[src/rtl/hazard_pkg.sv]
// Shared constants for the hazard/scoreboard block: forwarding mux selects,
// the hardwired-zero register index and the width of the mul/div countdown.
package hazard_pkg;

  localparam logic [1:0] FWD_REG = 2'b00;
  localparam logic [1:0] FWD_WB  = 2'b01;
  localparam logic [1:0] FWD_MEM = 2'b10;

  localparam int unsigned REG_ZERO = 0;

  // Countdown width; MD_LAT must fit (2..15).
  localparam int unsigned MD_CNT_W = 4;

endpackage

[src/rtl/hazard_scoreboard_unit_if.sv]
// Bundle of the pipeline-side signals seen by the hazard scoreboard.
// The pipeline drives stage information and consumes the forwarding selects,
// stall controls and mul/div writeback status.
interface hazard_scoreboard_unit_if #(
  parameter int REG_AW  = 5,
  parameter int NUM_SRC = 2,
  parameter int CNT_W   = 32
);

  logic [NUM_SRC*REG_AW-1:0] src_D;
  logic [NUM_SRC-1:0]        src_used_D;
  logic [REG_AW-1:0]         dest_D;
  logic                      reg_write_D;
  logic                      md_op_D;
  logic [NUM_SRC*REG_AW-1:0] src_E;
  logic [REG_AW-1:0]         write_reg_E;
  logic                      reg_write_E;
  logic                      mem_to_reg_E;
  logic                      md_start_E;
  logic [REG_AW-1:0]         write_reg_M;
  logic                      reg_write_M;
  logic [REG_AW-1:0]         write_reg_W;
  logic                      reg_write_W;

  logic [2*NUM_SRC-1:0]      forward_E;
  logic                      stall_F;
  logic                      stall_D;
  logic                      flush_E;
  logic                      md_busy;
  logic                      md_done;
  logic [REG_AW-1:0]         md_dest;
  logic                      md_overlap_err;
  logic [CNT_W-1:0]          stall_cycles;

  modport master (
    output src_D, src_used_D, dest_D, reg_write_D, md_op_D,
    output src_E, write_reg_E, reg_write_E, mem_to_reg_E, md_start_E,
    output write_reg_M, reg_write_M, write_reg_W, reg_write_W,
    input  forward_E, stall_F, stall_D, flush_E,
    input  md_busy, md_done, md_dest, md_overlap_err, stall_cycles
  );

  modport slave (
    input  src_D, src_used_D, dest_D, reg_write_D, md_op_D,
    input  src_E, write_reg_E, reg_write_E, mem_to_reg_E, md_start_E,
    input  write_reg_M, reg_write_M, write_reg_W, reg_write_W,
    output forward_E, stall_F, stall_D, flush_E,
    output md_busy, md_done, md_dest, md_overlap_err, stall_cycles
  );

endinterface

[src/rtl/fwd_select.sv]
// Forwarding select for a single EX-stage source operand.
// The younger MEM result takes priority over WB; r0 is never forwarded.
module fwd_select
  import hazard_pkg::*;
#(
  parameter int REG_AW = 5
) (
  input  logic [REG_AW-1:0] src,
  input  logic [REG_AW-1:0] write_reg_M,
  input  logic              reg_write_M,
  input  logic [REG_AW-1:0] write_reg_W,
  input  logic              reg_write_W,
  output logic [1:0]        fwd_sel
);

  logic m_hit;
  logic w_hit;

  assign m_hit = reg_write_M && (write_reg_M != REG_AW'(REG_ZERO)) && (write_reg_M == src);
  assign w_hit = reg_write_W && (write_reg_W != REG_AW'(REG_ZERO)) && (write_reg_W == src);

  // Pick MEM first, then WB, otherwise read the register file.
  always_comb begin
    fwd_sel = FWD_REG;
    if (m_hit) begin
      fwd_sel = FWD_MEM;
    end else if (w_hit) begin
      fwd_sel = FWD_WB;
    end
  end

endmodule

[src/rtl/hazard_scoreboard_unit.sv]
// Pipeline hazard block: EX operand forwarding, load-use stall detection and
// a single-entry scoreboard for the multi-cycle mul/div unit with a
// saturating stall-cycle counter.
module hazard_scoreboard_unit
  import hazard_pkg::*;
#(
  parameter int REG_AW  = 5,
  parameter int NUM_SRC = 2,
  parameter int MD_LAT  = 4,
  parameter int CNT_W   = 32
) (
  input  logic                   clk,
  input  logic                   rst_n,
  hazard_scoreboard_unit_if.slave hz
);

  localparam logic [MD_CNT_W-1:0] MD_LAT_CNT = MD_CNT_W'(MD_LAT);
  localparam logic [REG_AW-1:0]   ZERO_REG   = REG_AW'(REG_ZERO);

  logic [MD_CNT_W-1:0] cnt_q;
  logic [REG_AW-1:0]   md_dest_q;
  logic                md_done_q;
  logic                overlap_err_q;
  logic [CNT_W-1:0]    stall_cnt_q;

  logic md_busy;
  logic lu_match;
  logic raw_match;
  logic lu;
  logic mdh;
  logic stall;

  for (genvar i = 0; i < NUM_SRC; i++) begin : g_fwd
    fwd_select #(.REG_AW(REG_AW)) u_fwd (
      .src         (hz.src_E[i*REG_AW +: REG_AW]),
      .write_reg_M (hz.write_reg_M),
      .reg_write_M (hz.reg_write_M),
      .write_reg_W (hz.write_reg_W),
      .reg_write_W (hz.reg_write_W),
      .fwd_sel     (hz.forward_E[2*i +: 2])
    );
  end

  assign md_busy = (cnt_q != '0);

  // Scan decode operands for a match against the EX load and the pending mul/div.
  always_comb begin
    lu_match  = 1'b0;
    raw_match = 1'b0;
    for (int i = 0; i < NUM_SRC; i++) begin
      if (hz.src_used_D[i] && (hz.src_D[i*REG_AW +: REG_AW] == hz.write_reg_E)) begin
        lu_match = 1'b1;
      end
      if (hz.src_used_D[i] && (hz.src_D[i*REG_AW +: REG_AW] == md_dest_q)) begin
        raw_match = 1'b1;
      end
    end
  end

  // Combine load-use and mul/div conditions (RAW, WAW, structural) into one stall.
  always_comb begin
    lu    = hz.reg_write_E && hz.mem_to_reg_E && (hz.write_reg_E != ZERO_REG) && lu_match;
    mdh   = md_busy && (((md_dest_q != ZERO_REG) && raw_match) ||
                        (hz.reg_write_D && (hz.dest_D == md_dest_q) && (md_dest_q != ZERO_REG)) ||
                        hz.md_op_D);
    stall = lu || mdh;
  end

  // Mul/div countdown: accept a start only when idle, flag starts that arrive while busy.
  always_ff @(posedge clk or negedge rst_n) begin
    if (!rst_n) begin
      cnt_q         <= '0;
      md_dest_q     <= '0;
      md_done_q     <= 1'b0;
      overlap_err_q <= 1'b0;
    end else begin
      md_done_q <= (cnt_q == MD_CNT_W'(1));
      if (cnt_q != '0) begin
        cnt_q <= cnt_q - MD_CNT_W'(1);
        if (hz.md_start_E) begin
          overlap_err_q <= 1'b1;
        end
      end else if (hz.md_start_E) begin
        cnt_q     <= MD_LAT_CNT;
        md_dest_q <= hz.write_reg_E;
      end
    end
  end

  // Count stalled cycles, holding at all-ones instead of wrapping.
  always_ff @(posedge clk or negedge rst_n) begin
    if (!rst_n) begin
      stall_cnt_q <= '0;
    end else if (stall && (stall_cnt_q != {CNT_W{1'b1}})) begin
      stall_cnt_q <= stall_cnt_q + CNT_W'(1);
    end
  end

  assign hz.stall_F        = stall;
  assign hz.stall_D        = stall;
  assign hz.flush_E        = stall;
  assign hz.md_busy        = md_busy;
  assign hz.md_done        = md_done_q;
  assign hz.md_dest        = md_dest_q;
  assign hz.md_overlap_err = overlap_err_q;
  assign hz.stall_cycles   = stall_cnt_q;

endmodule

[src/flat_wrapper.sv]
// flat-port wrapper written by rule: the top's interface ports become plain ports
module hazard_scoreboard_unit_flat import hazard_pkg::*;
#(
  parameter int REG_AW  = 5,
  parameter int NUM_SRC = 2,
  parameter int MD_LAT  = 4,
  parameter int CNT_W   = 32
)
  (clk, rst_n, hz_src_D, hz_src_used_D, hz_dest_D, hz_reg_write_D, hz_md_op_D, hz_src_E, hz_write_reg_E, hz_reg_write_E, hz_mem_to_reg_E, hz_md_start_E, hz_write_reg_M, hz_reg_write_M, hz_write_reg_W, hz_reg_write_W, hz_forward_E, hz_stall_F, hz_stall_D, hz_flush_E, hz_md_busy, hz_md_done, hz_md_dest, hz_md_overlap_err, hz_stall_cycles);
  hazard_scoreboard_unit_if #(.REG_AW(REG_AW), .NUM_SRC(NUM_SRC), .CNT_W(CNT_W)) hz_i ();
  input  logic clk;
  input  logic rst_n;
  input wire logic [$bits(hz_i.src_D)-1:0] hz_src_D;
  input wire logic [$bits(hz_i.src_used_D)-1:0] hz_src_used_D;
  input wire logic [$bits(hz_i.dest_D)-1:0] hz_dest_D;
  input wire logic [$bits(hz_i.reg_write_D)-1:0] hz_reg_write_D;
  input wire logic [$bits(hz_i.md_op_D)-1:0] hz_md_op_D;
  input wire logic [$bits(hz_i.src_E)-1:0] hz_src_E;
  input wire logic [$bits(hz_i.write_reg_E)-1:0] hz_write_reg_E;
  input wire logic [$bits(hz_i.reg_write_E)-1:0] hz_reg_write_E;
  input wire logic [$bits(hz_i.mem_to_reg_E)-1:0] hz_mem_to_reg_E;
  input wire logic [$bits(hz_i.md_start_E)-1:0] hz_md_start_E;
  input wire logic [$bits(hz_i.write_reg_M)-1:0] hz_write_reg_M;
  input wire logic [$bits(hz_i.reg_write_M)-1:0] hz_reg_write_M;
  input wire logic [$bits(hz_i.write_reg_W)-1:0] hz_write_reg_W;
  input wire logic [$bits(hz_i.reg_write_W)-1:0] hz_reg_write_W;
  output wire logic [$bits(hz_i.forward_E)-1:0] hz_forward_E;
  output wire logic [$bits(hz_i.stall_F)-1:0] hz_stall_F;
  output wire logic [$bits(hz_i.stall_D)-1:0] hz_stall_D;
  output wire logic [$bits(hz_i.flush_E)-1:0] hz_flush_E;
  output wire logic [$bits(hz_i.md_busy)-1:0] hz_md_busy;
  output wire logic [$bits(hz_i.md_done)-1:0] hz_md_done;
  output wire logic [$bits(hz_i.md_dest)-1:0] hz_md_dest;
  output wire logic [$bits(hz_i.md_overlap_err)-1:0] hz_md_overlap_err;
  output wire logic [$bits(hz_i.stall_cycles)-1:0] hz_stall_cycles;
  assign hz_i.src_D = hz_src_D;
  assign hz_i.src_used_D = hz_src_used_D;
  assign hz_i.dest_D = hz_dest_D;
  assign hz_i.reg_write_D = hz_reg_write_D;
  assign hz_i.md_op_D = hz_md_op_D;
  assign hz_i.src_E = hz_src_E;
  assign hz_i.write_reg_E = hz_write_reg_E;
  assign hz_i.reg_write_E = hz_reg_write_E;
  assign hz_i.mem_to_reg_E = hz_mem_to_reg_E;
  assign hz_i.md_start_E = hz_md_start_E;
  assign hz_i.write_reg_M = hz_write_reg_M;
  assign hz_i.reg_write_M = hz_reg_write_M;
  assign hz_i.write_reg_W = hz_write_reg_W;
  assign hz_i.reg_write_W = hz_reg_write_W;
  assign hz_forward_E = hz_i.forward_E;
  assign hz_stall_F = hz_i.stall_F;
  assign hz_stall_D = hz_i.stall_D;
  assign hz_flush_E = hz_i.flush_E;
  assign hz_md_busy = hz_i.md_busy;
  assign hz_md_done = hz_i.md_done;
  assign hz_md_dest = hz_i.md_dest;
  assign hz_md_overlap_err = hz_i.md_overlap_err;
  assign hz_stall_cycles = hz_i.stall_cycles;
  hazard_scoreboard_unit #(.REG_AW(REG_AW), .NUM_SRC(NUM_SRC), .MD_LAT(MD_LAT), .CNT_W(CNT_W)) u_core (.clk(clk), .rst_n(rst_n), .hz(hz_i));
endmodule
[config.mk]
export PLATFORM = sky130hd
export DESIGN_NAME = hazard_scoreboard_unit_flat
export DESIGN_NICKNAME = d
export VERILOG_FILES = /design/src/rtl/hazard_pkg.sv /design/src/rtl/hazard_scoreboard_unit_if.sv /design/src/rtl/fwd_select.sv /design/src/rtl/hazard_scoreboard_unit.sv /design/src/flat_wrapper.sv
export SDC_FILE = /design/constraint.sdc
export NUM_CORES = 1
export LEC_CHECK = 0
export CORE_ASPECT_RATIO = 0.7
export CORE_UTILIZATION = 52
export DETAILED_ROUTE_END_ITERATION = 16
export DONT_BUFFER_PORTS = 1
export GPL_ROUTABILITY_DRIVEN = 1
export PLACE_DENSITY = 0.73
export SETUP_SLACK_MARGIN = 0.4
export SYNTH_ARGS = -nofsm -noshare
export SYNTH_HDL_FRONTEND = slang
export SYNTH_SLANG_ARGS = --single-unit
export TNS_END_PERCENT = 50
[constraint.sdc]
create_clock -name clk -period 2.34 [get_ports clk]
set_input_delay 0.468 -clock clk [delete_from_list [all_inputs] [get_ports clk]]
set_output_delay 0.468 -clock clk [all_outputs]
set_load 0.03 [all_outputs]
==> results summary, run 1 <==
The run finished, with violations left. The final reports fail on setup timing. The tree built by TritonCTS fans out to between 40 and 50 sinks. Counting every instance in the synthesized netlist gives 277.

The power share of the sequential group is roughly 34%. The number of max-slew violations in the final report was 0. The total count of hold-check failures in the final report is 0. The per-cell routed wire length came out at ~18 um. The starting utilization of the core area is a little over half. The total vias in the final route is ~2300.

The remaining global-route overflow came out at 0. The worst setup path is launched from a flop. The reg-to-reg setup timing slack is -280 ps. The post-detailed-placement cell area came out at around 3200 um^2. Cell internal power was estimated by the tool at 1.76 mW. The total clock buffers created by CTS is 5. The non-filler instance count after layout is about 400. STA classifies the critical path endpoint as an output port.

The cell count after placement is 390. The share of synthesized cell area in full adder, half adder and majority cells is 1.41%. The post-layout minimum cycle time is around 2700 ps. The post-placement worst setup slack came out at -95.3 ps. In this run switching power makes up roughly 40% of total power.

The part of the cycle the worst path needs is 117%. The clock network fraction of total power came out at between 10% and 20%. Summing the areas of all compound-gate instances in the mapped netlist gives 3.23% of the synthesized area. Detailed placement ended at an HPWL of ~5300 um.

The post-synthesis instance area is around 2700 um^2. The mean post-synth cell area is between 9 and 10 um^2. The worst register-to-register path begins at u_core.hz.md_dest[3]$_DFFE_PN0P_.

The worst register-to-register path ends at u_core.hz.stall_cycles[1]$_DFFE_PN0P_. The via count of the first global-routing pass came out at around 2200. After the last flow step, the layout net total stands at 388. In this run the worst path has a maximum fanout of 5.

The endpoint arrival time on the critical path came out at approximately 2300 ps. The required time of the worst setup path came out at approximately 1900 ps. The H-tree generated during clock tree synthesis spans 2 levels.

The peak supply drop is between 600 and 700 uV. The I/O pin total is about 100. The total global-route track usage is between 20 and 30%. The classification of the worst setup path is reg2out. The root cell of the clock tree is sky130_fd_sc_hd__clkbuf_8. Setup repair after global routing could not meet its margin everywhere. The dominant combinational cell family by area after synthesis is XOR/XNOR gates. The number of maximum-capacitance constraint violations is 0. The class of the most critical hold timing path is in2async.

During placement, the flow inserted port buffers numbering 0. The transition time at the pin with the least slew margin is about 370 ps. The number of routed nets with antenna violations came out at 0.

TritonCTS built the clock tree. The die area is around 5400 um^2. The clock slew seen by the registers of the worst setup and hold paths is around 90 ps.

Multiplexer cells account for roughly 2.5% of the synthesized area. Based on the critical path, the design can be clocked at up to 0.365 GHz. The worst relative slew slack came out at around three quarters.

The finished cells cover about 3500 um^2. The final count of negative-setup-slack endpoints came out at 34. The aggregate routed wire length is 7220 um. The number of detailed-routing iterations run before antenna repair is 4. The leakage dissipation is around 1.6 nW. The vertical extent of the die came out at ~62 um.

The clock reaches the later pin of the worst-skew pair after approximately 300 ps. The maximum number of pins on one net before global-route repair came out at 44. The final RePlAce weighted congestion came out at roughly 0.9.

Measured in cells, the most critical reg-to-reg path has a length of 9. The count of cell types in the netlist is 34. The worst-case clock buffer depth is 2. The count of warnings emitted by yosys came out at 0. The first global-routing pass estimated approximately 11000 um of wire.

The core footprint came out at 4860 um^2. After the first detailed-routing iteration, the DRC count stood at roughly 140. After Yosys synthesis, XOR and XNOR cells account for between 20 and 25% of the synthesized area. The layout-stage area growth over the synthesis result came out at 31.1%.

The cell area power density is roughly 850 nW/um^2. On the final layout, the worst clock skew is between 10 and 15 ps. The worst hold slack after final layout is around 6.2 ps. The power after layout came out at roughly 3 mW. The simple-gate portion of the synthesized area is around 24%. Sequential elements use between 40% and 50% of the synthesized area.

When the netlist entered floorplanning its net count stood at approximately 330. The number of synthesized register bits came out at 43. The count of standard-cell rows is 21.

The number of vias per cell came out at 5.74. The residual DRC count came out at 0. The initial antenna violation count was 0. The ratio of cells with drive above 1 in the final layout came out at between 30% and 40%.

The horizontal die dimension came out at 87.6 um. The number of antenna repair diodes is 0. The share of power burned in combinational logic is between 50% and 60%. Across all setup checks in the final design, the least slack found is -403 ps. The switching power is roughly 1.2 mW.
==> cell families after synthesis <==
logic type               Yosys count
AND/OR/NAND/NOR                  119
XOR/XNOR                          76
flip-flops                        43
buffers and inverters             17
AO/OA/AOI/OAI                     13
multiplexers                       6
adder cells (fa/ha/maj)            3
==> cells in the mapped netlist <==
master	n	area [um^2]
sky130_fd_sc_hd__xnor2_1	33	289
sky130_fd_sc_hd__nand4_1	13	81.3
sky130_fd_sc_hd__and4_1	3	26.3
sky130_fd_sc_hd__o41a_1	1	11.3
sky130_fd_sc_hd__a31oi_1	1	6.26
sky130_fd_sc_hd__and2_1	3	18.8
sky130_fd_sc_hd__clkbuf_1	4	15.0
sky130_fd_sc_hd__or3_1	2	12.5
sky130_fd_sc_hd__mux2_1	1	11.3
sky130_fd_sc_hd__or2_1	1	6.26
sky130_fd_sc_hd__mux2_2	5	56.3
sky130_fd_sc_hd__or4_1	7	52.6
sky130_fd_sc_hd__a21oi_1	1	5.00
sky130_fd_sc_hd__nor2_4	1	11.3
sky130_fd_sc_hd__nor2_1	14	52.6
sky130_fd_sc_hd__o21ai_2	1	8.76
sky130_fd_sc_hd__inv_1	6	22.5
sky130_fd_sc_hd__ha_1	3	37.5
sky130_fd_sc_hd__xor2_1	43	377
sky130_fd_sc_hd__nor4_1	9	56.3
sky130_fd_sc_hd__or4b_2	1	10.0
sky130_fd_sc_hd__nor3_1	16	80.1
sky130_fd_sc_hd__o21ai_0	5	25.0
sky130_fd_sc_hd__dfrtp_1	43	1080
sky130_fd_sc_hd__and3_1	6	37.5
sky130_fd_sc_hd__buf_2	1	5.00
sky130_fd_sc_hd__or3b_2	1	8.76
sky130_fd_sc_hd__or4_4	1	11.3
sky130_fd_sc_hd__nor2b_1	1	6.26
sky130_fd_sc_hd__nand3_1	21	105
sky130_fd_sc_hd__nand2_1	19	71.3
sky130_fd_sc_hd__o211ai_1	2	15.0
sky130_fd_sc_hd__buf_4	6	45.0
sky130_fd_sc_hd__a21o_1	2	15.0
==> flip-flops by register name (all words and copies together) (netlist names) <==
signal / cells
u_core.hz.stall_cycles: 32
u_core.hz.md_dest: 5
u_core.cnt_q: 4
u_core.hz.md_done: 1
u_core.hz.md_overlap_err: 1
==> critical path, cell delays in order, from the launching register on <==
cell,delay (ps)
sky130_fd_sc_hd__dfrtp_2,410
sky130_fd_sc_hd__or4_4,550
sky130_fd_sc_hd__nor2_4,120
sky130_fd_sc_hd__nor3_2,50
sky130_fd_sc_hd__o41a_1,420
sky130_fd_sc_hd__or2_4,260
sky130_fd_sc_hd__buf_12,170
==> worst max-delay path by stage <==
stage                                                start          to  slack, ps  cells past startpoint
after floorplan           u_core.hz.md_dest[3]$_DFFE_PN0P_  hz_stall_D       -270                      7
after global placement    u_core.hz.md_dest[3]$_DFFE_PN0P_  hz_flush_E        -60                      6
after detailed placement  u_core.hz.md_dest[3]$_DFFE_PN0P_  hz_flush_E       -100                      6
after CTS                 u_core.hz.md_dest[3]$_DFFE_PN0P_  hz_flush_E       -400                      6
after global routing      u_core.hz.md_dest[3]$_DFFE_PN0P_  hz_flush_E       -480                      6
final                     u_core.hz.md_dest[3]$_DFFE_PN0P_  hz_flush_E       -400                      6
==> final cells by class <==
type                       count  area (um^2)
multi-input combinational    217         1680
fill                         362         1360
clock buffer                   6         72.6
tap                           69         86.3
timing repair buffer          61          543
sequential                    43         1080
clock inverter                 2         12.5
inverter                       6         22.5
==> per-stage QoR <==
step	util (%)	setup TNS (ps)
after global placement	65.7	-256
final	72.0	-6120
after floorplan	-	-1280
after global routing	72.0	-9510
after CTS	69.6	-2500
after detailed placement	65.7	-474
==> power by group through the flow <==
stage / combinational (mW) / clock (mW) / sequential (mW)
global route: 1.62 / 0.520 / 1.02
floorplan: 0.676 / 0 / 1.27
finish: 1.50 / 0.476 / 1.00
CTS: 1.42 / 0.481 / 1.00
global placement: 1.28 / 0 / 1.01
detailed placement: 1.32 / 0 / 1.01
==> metal layers <==
| layer | global-route usage (%) | wire, um | share of wire, % |
|---|---|---|---|
| met3 | 7.00 | 529 | 7.3 |
| met1 | 37.9 | 3170 | 44 |
| met2 | 41.5 | 3430 | 48 |
| met5 | 0 | 0 | 0 |
| met4 | 7.03 | 91 | 1.3 |
==> layout by cell type (no fill, tap or decap), types with 4 or more instances in the layout <==
master,Yosys,final
sky130_fd_sc_hd__clkbuf_8,0,5
sky130_fd_sc_hd__nor3_1,16,13
sky130_fd_sc_hd__and3_1,6,6
sky130_fd_sc_hd__nand2_1,19,17
sky130_fd_sc_hd__or4_4,1,5
sky130_fd_sc_hd__xnor2_1,33,28
sky130_fd_sc_hd__dfrtp_1,43,40
sky130_fd_sc_hd__mux2_2,5,5
sky130_fd_sc_hd__buf_4,6,51
sky130_fd_sc_hd__nand4_1,13,13
sky130_fd_sc_hd__xor2_1,43,43
sky130_fd_sc_hd__xnor2_2,0,5
sky130_fd_sc_hd__nor2_1,14,14
sky130_fd_sc_hd__inv_1,6,5
sky130_fd_sc_hd__nor4_4,0,4
sky130_fd_sc_hd__nor4_1,9,5
sky130_fd_sc_hd__o21ai_0,5,4
sky130_fd_sc_hd__buf_6,0,6
sky130_fd_sc_hd__nand3_1,21,19
==> repair_timing <==
action / CTS / global route
resized for setup: 10 / 19
buffers inserted: 2 / 2
hold buffers: 1 / 0
pin swaps: 7 / 10
hold endpoints to repair: 43 / 0
endpoints found under the setup margin: 39 / 40
gates cloned: 1 / 0
Note: power is estimated with default switching activity, not from simulation.
==> run 2: changes to the inputs <==
--- a/config.mk
+++ b/config.mk
@@ -10,6 +10,7 @@
 export DETAILED_ROUTE_END_ITERATION = 16
 export DONT_BUFFER_PORTS = 1
 export GPL_ROUTABILITY_DRIVEN = 1
+export MAX_ROUTING_LAYER = met4
 export PLACE_DENSITY = 0.73
 export SETUP_SLACK_MARGIN = 0.4
 export SYNTH_ARGS = -nofsm -noshare
==> run 2 against run 1 <==
The flow still finishes with violations (setup timing). Sequential cell count stayed put. Non-clock buffer count stayed put. Critical endpoint unchanged. Via count unchanged. Highest routed layer unchanged. Utilization did not move. Global-route usage grew 0.90 points. Largest cell class unchanged. Final cell count unchanged.
==> results summary, run 2 (synthesis gave the netlist of run 1 again) <==
The flow ran to the end, but the final reports show violations. The checks that failed: setup timing. The I/O pin total came out at 98.

The leading cell type in the layout, fill and taps excluded is sky130_fd_sc_hd__buf_4. The worst-case clock buffer depth came out at 2. Detailed routing inserted a total of 2319 vias. STA classifies the critical path endpoint as an output port. The analysis attributes to cell leakage a power of ~1.6 nW.

The residual DRC count came out at 0. For this run, the detailed router's first-pass iteration total came to 4. The worst relative slew slack is around three quarters. The setup TNS after final layout is -6090 ps. For this design, the slowest cell found on the critical path is sky130_fd_sc_hd__or4_4.

The critical path goes through or4_4 -> nor2_4 -> nor3_2 -> o41a_1 -> or2_4 -> buf_12. The count of standard-cell rows came out at 21. The required time of the worst setup path is between 1500 and 2000 ps. The per-cell routed wire length came out at 17.8 um. The initial antenna violation count is 0. The final RePlAce weighted congestion came out at 0.913.

The largest single stage delay on the critical path is roughly 550 ps. After layout, the worst setup slack is -403 ps. The clock slew seen by the registers of the worst setup and hold paths came out at ~90 ps. The ratio of cells with drive above 1 in the final layout came out at a little under a third. The part of the cycle the worst path needs came out at 117%. The cell area power density came out at 850 nW/um^2.

The number of maximum-capacitance constraint violations is 0. The vertical extent of the die is 61.9 um. Data on the critical path arrives at its endpoint at approximately 2300 ps.

The core footprint is 4860 um^2. The detail route stage leaves a number of antenna-violating nets equal to 0. The transition time at the pin with the least slew margin is 367 ps. The number of antenna repair diodes is 0. The global-route wire length before repair is 10900 um.

The post-detailed-placement cell area is 3190 um^2. The critical path is of the reg2out type. The final count of negative-setup-slack endpoints came out at 34. The count of buffers added on input and output ports is 0.

The total count of hold-check failures in the final report came to 0. The total clock buffers created by CTS is 5. The die area is between 5000 and 6000 um^2. The register with the most flip-flops in the layout has 32 of them.

The aggregate routed wire length is between 7000 and 8000 um. The finished cells cover between 3000 and 4000 um^2. Detailed placement ended at an HPWL of ~5300 um. The peak supply drop came out at 632 uV. The number of levels the H-tree was split into is 2. The highest clock rate came out at between 0.3 and 0.4 GHz. The remaining global-route overflow came out at 0. The path class of the tightest hold or removal check is in2async. Setup repair after global routing could not meet its margin everywhere. The number of nets in the layout is 388. The number of max-slew violations in the final report came out at 0.

Timing analysis after detailed placement gives a worst setup slack of -95.3 ps. The maximum fanout along the worst path came out at 5. CTS placed an instance of sky130_fd_sc_hd__clkbuf_8 at the clock tree root. The maximum number of pins on one net before global-route repair is 44.

The via count of the first global-routing pass came out at approximately 2200. The post-layout minimum cycle time came out at 2740 ps. The power after layout came out at 2.97 mW. The starting utilization of the core area came out at between 50% and 60%. The post-route clock skew is 13.0 ps. In this run, the number of DRC markers left after iteration 0 of detailed routing was roughly 170. Using the TritonRoute via totals, the vias-per-cell ratio works out to 5.74. The top cell types in the final layout, fill and taps aside, are sky130_fd_sc_hd__buf_4, sky130_fd_sc_hd__xor2_1, sky130_fd_sc_hd__dfrtp_1, sky130_fd_sc_hd__xnor2_1, sky130_fd_sc_hd__nand3_1. The horizontal die dimension is 87.6 um. TritonCTS built the clock tree. STA classifies the critical path startpoint as a flop. The layout-stage area growth over the synthesis result is 31.1%. The CTS sink count came out at between 40 and 50. In the global route stage, overall resource usage came out at roughly 28%. The fill cell instance count of the final layout came out at 362. The latest clock arrival within the worst-skew pair came out at 300 ps.
## run 2: cell counts in the layout (fill, tap and decap cells not counted)
Identical to the previous run, type by type.
## run 2: layer usage
metal | up-vias | GRT usage [%] | routed length [um]
met2 | 99 | 41.5 | 3450
met4 | 0 | 7.03 | 89
li1 | 1079 | - | -
met3 | 12 | 7.13 | 553
met5 | - | - | 0
met1 | 1129 | 37.8 | 3120
## run 2: worst paths after layout
kind | start | endpoint | slack (ps) | cells past startpoint
setup / recovery | u_core.hz.md_dest[3]$_DFFE_PN0P_ | hz_flush_E | -400 | 6
hold / removal | rst_n | u_core.hz.stall_cycles[2]$_DFFE_PN0P_ | 6 | 1
setup reg to reg | u_core.hz.md_dest[3]$_DFFE_PN0P_ | u_core.hz.stall_cycles[1]$_DFFE_PN0P_ | -280 | 9
hold reg to reg | u_core.cnt_q[0]$_DFFE_PN0P_ | u_core.cnt_q[0]$_DFFE_PN0P_ | 510 | 1
max in group asynchronous | rst_n | u_core.hz.md_dest[1]$_DFFE_PN0P_ | 2110 | 1
min in group clk | hz_md_start_E | u_core.hz.md_overlap_err$_DFFE_PN0P_ | 290 | 1
## run 2: worst max-delay path, delay by kind of cell (launching register included)
family / cells / cell delay [ps]
flops: 1 / 410
buf+inv: 1 / 170
compound gates: 1 / 420
simple gates: 4 / 980
## run 2: per-stage QoR
step           hold slack (ps)  std cells  util [%]
2_1_floorplan              172        277         -
3_3_place_gp               173        390      65.7
3_5_place_dp               173        390      65.7
4_1_cts                   15.0        402      69.6
5_1_grt                   11.4        404      72.0
6_report                  5.53        404      72.0
## run 2: where the power goes
part,switching (mW),leakage (nW),internal [mW],total (mW)
combinational,0.832,1.00,0.663,1.49
sequential,0.113,0.558,0.891,1.00
clock,0.267,0.0412,0.209,0.476
total,1.21,1.60,1.76,2.97
## run 2: what timing repair did
item,in CTS,in global routing
setup endpoints to repair,39,40
pin swaps,7,10
cloned,1,0
hold buffers,1,0
setup buffers,2,2
resized for setup,10,19
endpoints found under the hold margin,43,0
## run 2: cell type report
cell class / instances / area (um^2) / share of cell area, %
timing repair buffer: 61 / 543 / 15.5
sequential: 43 / 1080 / 30.9
inverter: 6 / 22.5 / 0.644
clock buffer: 6 / 72.6 / 2.07
tap: 69 / 86.3 / 2.47
multi-input combinational: 217 / 1680 / 48.1
clock inverter: 2 / 12.5 / 0.358
